### src/rtl/serial_adder.sv
// serial_adder: bit-serial WIDTH-bit adder using a single full_adder cell.
// A start strobe in IDLE latches a, b and c_in; one bit pair is added per
// clock, LSB first, with a carry flop closing the loop. After WIDTH RUN
// cycles the parallel sum and carry-out are registered and done pulses once.
// Ports:
//   clk    - rising-edge clock
//   rst    - synchronous, active-high reset
//   start  - request, only honoured in IDLE
//   a, b   - WIDTH-bit operands, sampled with start
//   c_in   - carry-in, sampled with start
//   busy   - high while the serial add is running
//   done   - one-cycle pulse, result valid
//   sum    - registered sum, holds last result
//   c_out  - registered carry-out, holds last result

module full_adder (
    input  logic x,
    input  logic y,
    input  logic c_in,
    output logic s,
    output logic c_out
);
    assign s     = x ^ y ^ c_in;
    assign c_out = (x & y) | (c_in & (x ^ y));
endmodule

module serial_adder #(
    parameter int WIDTH = 8
) (
    input  logic             clk,
    input  logic             rst,
    input  logic             start,
    input  logic [WIDTH-1:0] a,
    input  logic [WIDTH-1:0] b,
    input  logic             c_in,
    output logic             busy,
    output logic             done,
    output logic [WIDTH-1:0] sum,
    output logic             c_out
);
    localparam int CW = $clog2(WIDTH + 1);

    typedef enum logic [1:0] {IDLE, RUN, DONE} state_t;

    state_t           state, state_nxt;
    logic [WIDTH-1:0] a_sh, b_sh, s_sh, s_fill;
    logic             carry;
    logic [CW-1:0]    cnt;
    logic             fa_s, fa_c;
    logic             last;

    full_adder fa (
        .x    (a_sh[0]),
        .y    (b_sh[0]),
        .c_in (carry),
        .s    (fa_s),
        .c_out(fa_c)
    );

    assign last = (cnt == CW'(WIDTH - 1));

    // Sum register fills from the MSB; a 1-bit adder has nothing to shift.
    generate
        if (WIDTH == 1) begin : g_fill1
            assign s_fill = fa_s;
        end else begin : g_filln
            assign s_fill = {fa_s, s_sh[WIDTH-1:1]};
        end
    endgenerate

    always_ff @(posedge clk) begin
        if (rst) state <= IDLE;
        else     state <= state_nxt;
    end

    always_comb begin
        state_nxt = state;
        case (state)
            IDLE:    if (start) state_nxt = RUN;
            RUN:     if (last)  state_nxt = DONE;
            DONE:    state_nxt = IDLE;
            default: state_nxt = IDLE;
        endcase
    end

    assign busy = (state == RUN);
    assign done = (state == DONE);

    always_ff @(posedge clk) begin
        if (rst) begin
            a_sh  <= '0;
            b_sh  <= '0;
            s_sh  <= '0;
            carry <= 1'b0;
            cnt   <= '0;
            sum   <= '0;
            c_out <= 1'b0;
        end else begin
            case (state)
                IDLE: begin
                    if (start) begin
                        a_sh  <= a;
                        b_sh  <= b;
                        carry <= c_in;
                        cnt   <= '0;
                    end
                end
                RUN: begin
                    a_sh  <= a_sh >> 1;
                    b_sh  <= b_sh >> 1;
                    s_sh  <= s_fill;
                    carry <= fa_c;
                    cnt   <= cnt + CW'(1);
                    // Final bit: publish the completed word including this bit.
                    if (last) begin
                        sum   <= s_fill;
                        c_out <= fa_c;
                    end
                end
                default: ;
            endcase
        end
    end
endmodule

### config.mk
export PLATFORM = sky130hd
export DESIGN_NAME = serial_adder
export DESIGN_NICKNAME = d
export VERILOG_FILES = /design/src/rtl/serial_adder.sv
export SDC_FILE = /design/constraint.sdc
export NUM_CORES = 1
export LEC_CHECK = 0
export CAP_MARGIN = 20
export CORE_MARGIN = 2
export CORE_UTILIZATION = 58
export CTS_BUF_LIST = sky130_fd_sc_hd__clkbuf_2 sky130_fd_sc_hd__clkbuf_4 sky130_fd_sc_hd__clkbuf_8
export DETAILED_ROUTE_END_ITERATION = 10
export PLACE_DENSITY = 0.87
export SETUP_SLACK_MARGIN = 0.1
export SLEW_MARGIN = 20
export SYNTH_ARGS = -nofsm -noshare
export SYNTH_HDL_FRONTEND = slang
export SYNTH_HIERARCHICAL = 1
export SYNTH_SLANG_ARGS = --single-unit
### constraint.sdc
create_clock -name clk -period 2.49 [get_ports clk]
set_input_delay 0.249 -clock clk [delete_from_list [all_inputs] [get_ports clk]]
set_output_delay 0.249 -clock clk [all_outputs]
set_load 0.03 [all_outputs]
==> results.toml, run 1 <==
[clocking]
h-tree-depth = 2
cts_buffer_depth = 2
post_cts_buffers = 0
cts_tree = "yes"
cts_buffers = 5
cts_root_buf = "clkbuf_4"
cts.sinks = 39
cts_resized = 0
clk_pin_slew_ps = 110
insertion_delay_ps = 350
hold_buffers = 0

[worst_setup_path]
crit_fanout = 27
cp_slowest_cell = "clkdlybuf4s50_1"
path_buf_inv = 2
crit_path_end_kind = "output pin"
start_kind = "flip-flop"
reg2reg_to = "sum[2]"
path_class = "reg -> out"
crit_family = "buffers and inverters"
ff2ff_path_depth = 4
r2r_slack_ps = 1000
path_cells = "nand2b_1, inv_4, clkdlybuf4s50_1"
rr_startpoint = "cnt[0]"
slowest_delay_ps = 720
worstPathRequired_ps = 2240
worstPathArrival_ps = 1920

[logic_synthesis]
avgSynthCellArea_sq_um = 8.93
synth_seq_cells = 39
syn_area_sq_um = 1700
seq_area_frac_synth_pct = 46.0
syn_inst = 190
synth_warnings = 6
synth_largest_area_cell = "dfxtp_1"
synth_top_area_share_pct = 46.0
synth_area_leaders = "dfxtp_1 (46%), nand2b_1 (7.0%), nand2_1 (6.9%), a21oi_1 (6.8%), a211oi_2 (5.9%)"
syn_nets = 212
yosysUniqueCellTypes = 27

[route]
finalWirelength_um = 3480
dr.first_iter.drc_count = 55
vias = 1392
drtPass1Iterations = 4
drcViolationCount = 0
vias_per_cell = 5.64
ant_nets = 0
wire_per_inst_um = 14.1

[sta]
max_freq_ghz = 0.462
slew_violations = 0
skew_ps = 7.59
min_period_ps = 2160
rsz0062_at_grt = "no"
setup_viol = 0
setup_tns_ps = 0
hold_slack_ps = 441
hold_viol_final = 0
slew-limit-headroom_pct = 49.3
period_share_pct = 86.9
worst_pin_slew_ps = 760

[place]
place_congestion = 0.750
io_buffers = 30
dpl.hpwl_um = 2310

[final_layout]
syn_to_final_growth_pct = 21.2
drive_above_1_share_pct = 9.72
antenna-diode-count = 0
layout_common_cells = "dfxtp_1 (39), nand2_1 (31), clkdlybuf4s50_1 (30)"
seq_area_sq_um = 781
fillers = 206
finalNetCount = 237
multi_input_area_sq_um = 828
utilization_pct = 74.5
final_common_cell = "dfxtp_1"

[status]
status = "completed"

[global_route]
gr-total-overflow = 0
grt_usage_pct = 22.7
grt_pass1_wl_um = 5830
grt_max_degree = 49
antenna_found_initial = 0
first_global_vias = 1347

[die]
start_util_pct = 61.5
dieArea_sq_um = 3370
ios = 31
coreArea_sq_um = 2760
fp.dieH_um = 58.1
fp.dieW_um = 58.1
fp-row-count = 19

[hold_path]
holdPathStages = 3
hold_end = "b_sh[5]"
hold_class = "in -> reg"
min_from = "b[5]"

[job]
max_cap_viol_count = 0

[power_and_ir_drop]
power_density_nw_per_um2 = 618
p_leak_uw = 0.000756
vdd_drop_max_v = 0.000523
==> cells by family (layout without fill, tap and decap cells) <==
group / count (synthesis) / count (layout) / synth area share [%]
simple gates: 79 / 79 / 21.8
compound gates: 46 / 46 / 19.8
flops: 39 / 39 / 46.0
buf+inv: 15 / 41 / 5.16
mux: 9 / 9 / 5.31
fa+ha+maj: 2 / 2 / 1.92
==> stage by stage <==
step	setup WS, ps	std cells	instance area [sq um]	power (uW)
2_1_floorplan	1220	190	1700	791
3_3_place_gp	747	239	1970	832
3_5_place_dp	717	239	1970	839
4_1_cts	318	247	2060	1280
5_1_grt	243	247	2060	1320
6_report	326	247	2060	1270
==> state kept, by name, summed over array words and instances, names as in the netlist <==
register  cells
a_sh          8
b_sh          8
c_out         1
carry         1
cnt           4
s_sh          7
state         2
sum           8
==> report_power, final <==
| part | total [uW] | leakage (uW) | internal [uW] | switching [uW] |
|---|---|---|---|---|
| Combinational | 156 | 0.000389 | 72.1 | 84.3 |
| Clock | 442 | 0.0000482 | 237 | 205 |
| Sequential | 672 | 0.000319 | 652 | 19.4 |
==> cell usage after synthesis, drive strengths merged <==
| cell | number |
|---|---|
| a211oi | 16 |
| a21oi | 23 |
| a22oi | 3 |
| a31oi | 1 |
| buf | 9 |
| clkbuf | 5 |
| dfxtp | 39 |
| fa | 1 |
| ha | 1 |
| inv | 1 |
| mux2i | 9 |
| nand2 | 31 |
| nand2b | 19 |
| nand3 | 2 |
| nand4b | 1 |
| nor2 | 21 |
| nor2b | 1 |
| nor3 | 2 |
| nor3b | 1 |
| o211a | 1 |
| o21ba | 1 |
| o21bai | 1 |
| or3 | 1 |
==> worst reg2reg max path, delay by kind of cell (launching register included) <==
kind	cells	cell delay [ps]
flip-flops	1	400
AND/OR/NAND/NOR	2	580
multiplexers	1	230
adder cells (fa/ha/maj)	1	210
==> per-layer routing <==
metal  wire length, um  GRT usage (%)  part of all wire, %  vias up
met4                76           9.63                  2.2        0
met5                 0              0                    0        -
met3               160           7.37                  4.6        9
met2              1680           37.5                   48       38
met1              1560           27.1                   45      646
li1                  -              -                    -      699
==> how the worst max path moves through the flow <==
stage / from / to / slack (ps) / cells after the start
after floorplan: cnt[0] / c_out / 1220 / 4
after global placement: state[1] / busy / 750 / 3
after detailed placement: state[1] / busy / 720 / 3
after CTS: state[1] / busy / 320 / 3
after global routing: state[1] / busy / 240 / 3
final: state[1] / busy / 330 / 3
==> final cells by class <==
cell class | instances | share of cell area, %
Multi-Input combinational cell | 136 | 40.3
Sequential cell | 39 | 38.0
Timing Repair Buffer | 32 | 15.3
Clock buffer | 6 | 2.50
Tap cell | 31 | 1.89
Clock inverter | 2 | 1.70
Inverter | 1 | 0.304
(Power assumes the default switching activity.)
==> inputs of run 2 (changes only) <==
--- a/config.mk
+++ b/config.mk
@@ -12,6 +12,7 @@
 export DETAILED_ROUTE_END_ITERATION = 10
 export PLACE_DENSITY = 0.87
 export SETUP_SLACK_MARGIN = 0.1
+export SKIP_LAST_GASP = 1
 export SLEW_MARGIN = 20
 export SYNTH_ARGS = -nofsm -noshare
 export SYNTH_HDL_FRONTEND = slang
==> constraint.sdc (replaced) <==
create_clock -name clk -period 2.7 [get_ports clk]
set_input_delay 0.27 -clock clk [delete_from_list [all_inputs] [get_ports clk]]
set_output_delay 0.27 -clock clk [all_outputs]
set_load 0.03 [all_outputs]
==> results of run 2 <==
The final DEF is identical to that of run 1. Status: completed.
Main changes from that run: setup slack after placement 717 ps -> 906 ps; setup slack after layout 326 ps -> 515 ps; hold slack 441 ps -> 462 ps; register-to-register setup slack 1000 ps -> 1210 ps; total power 1270 uW -> 1170 uW; worst IR drop on VDD 0.000523 V -> 0.000482 V
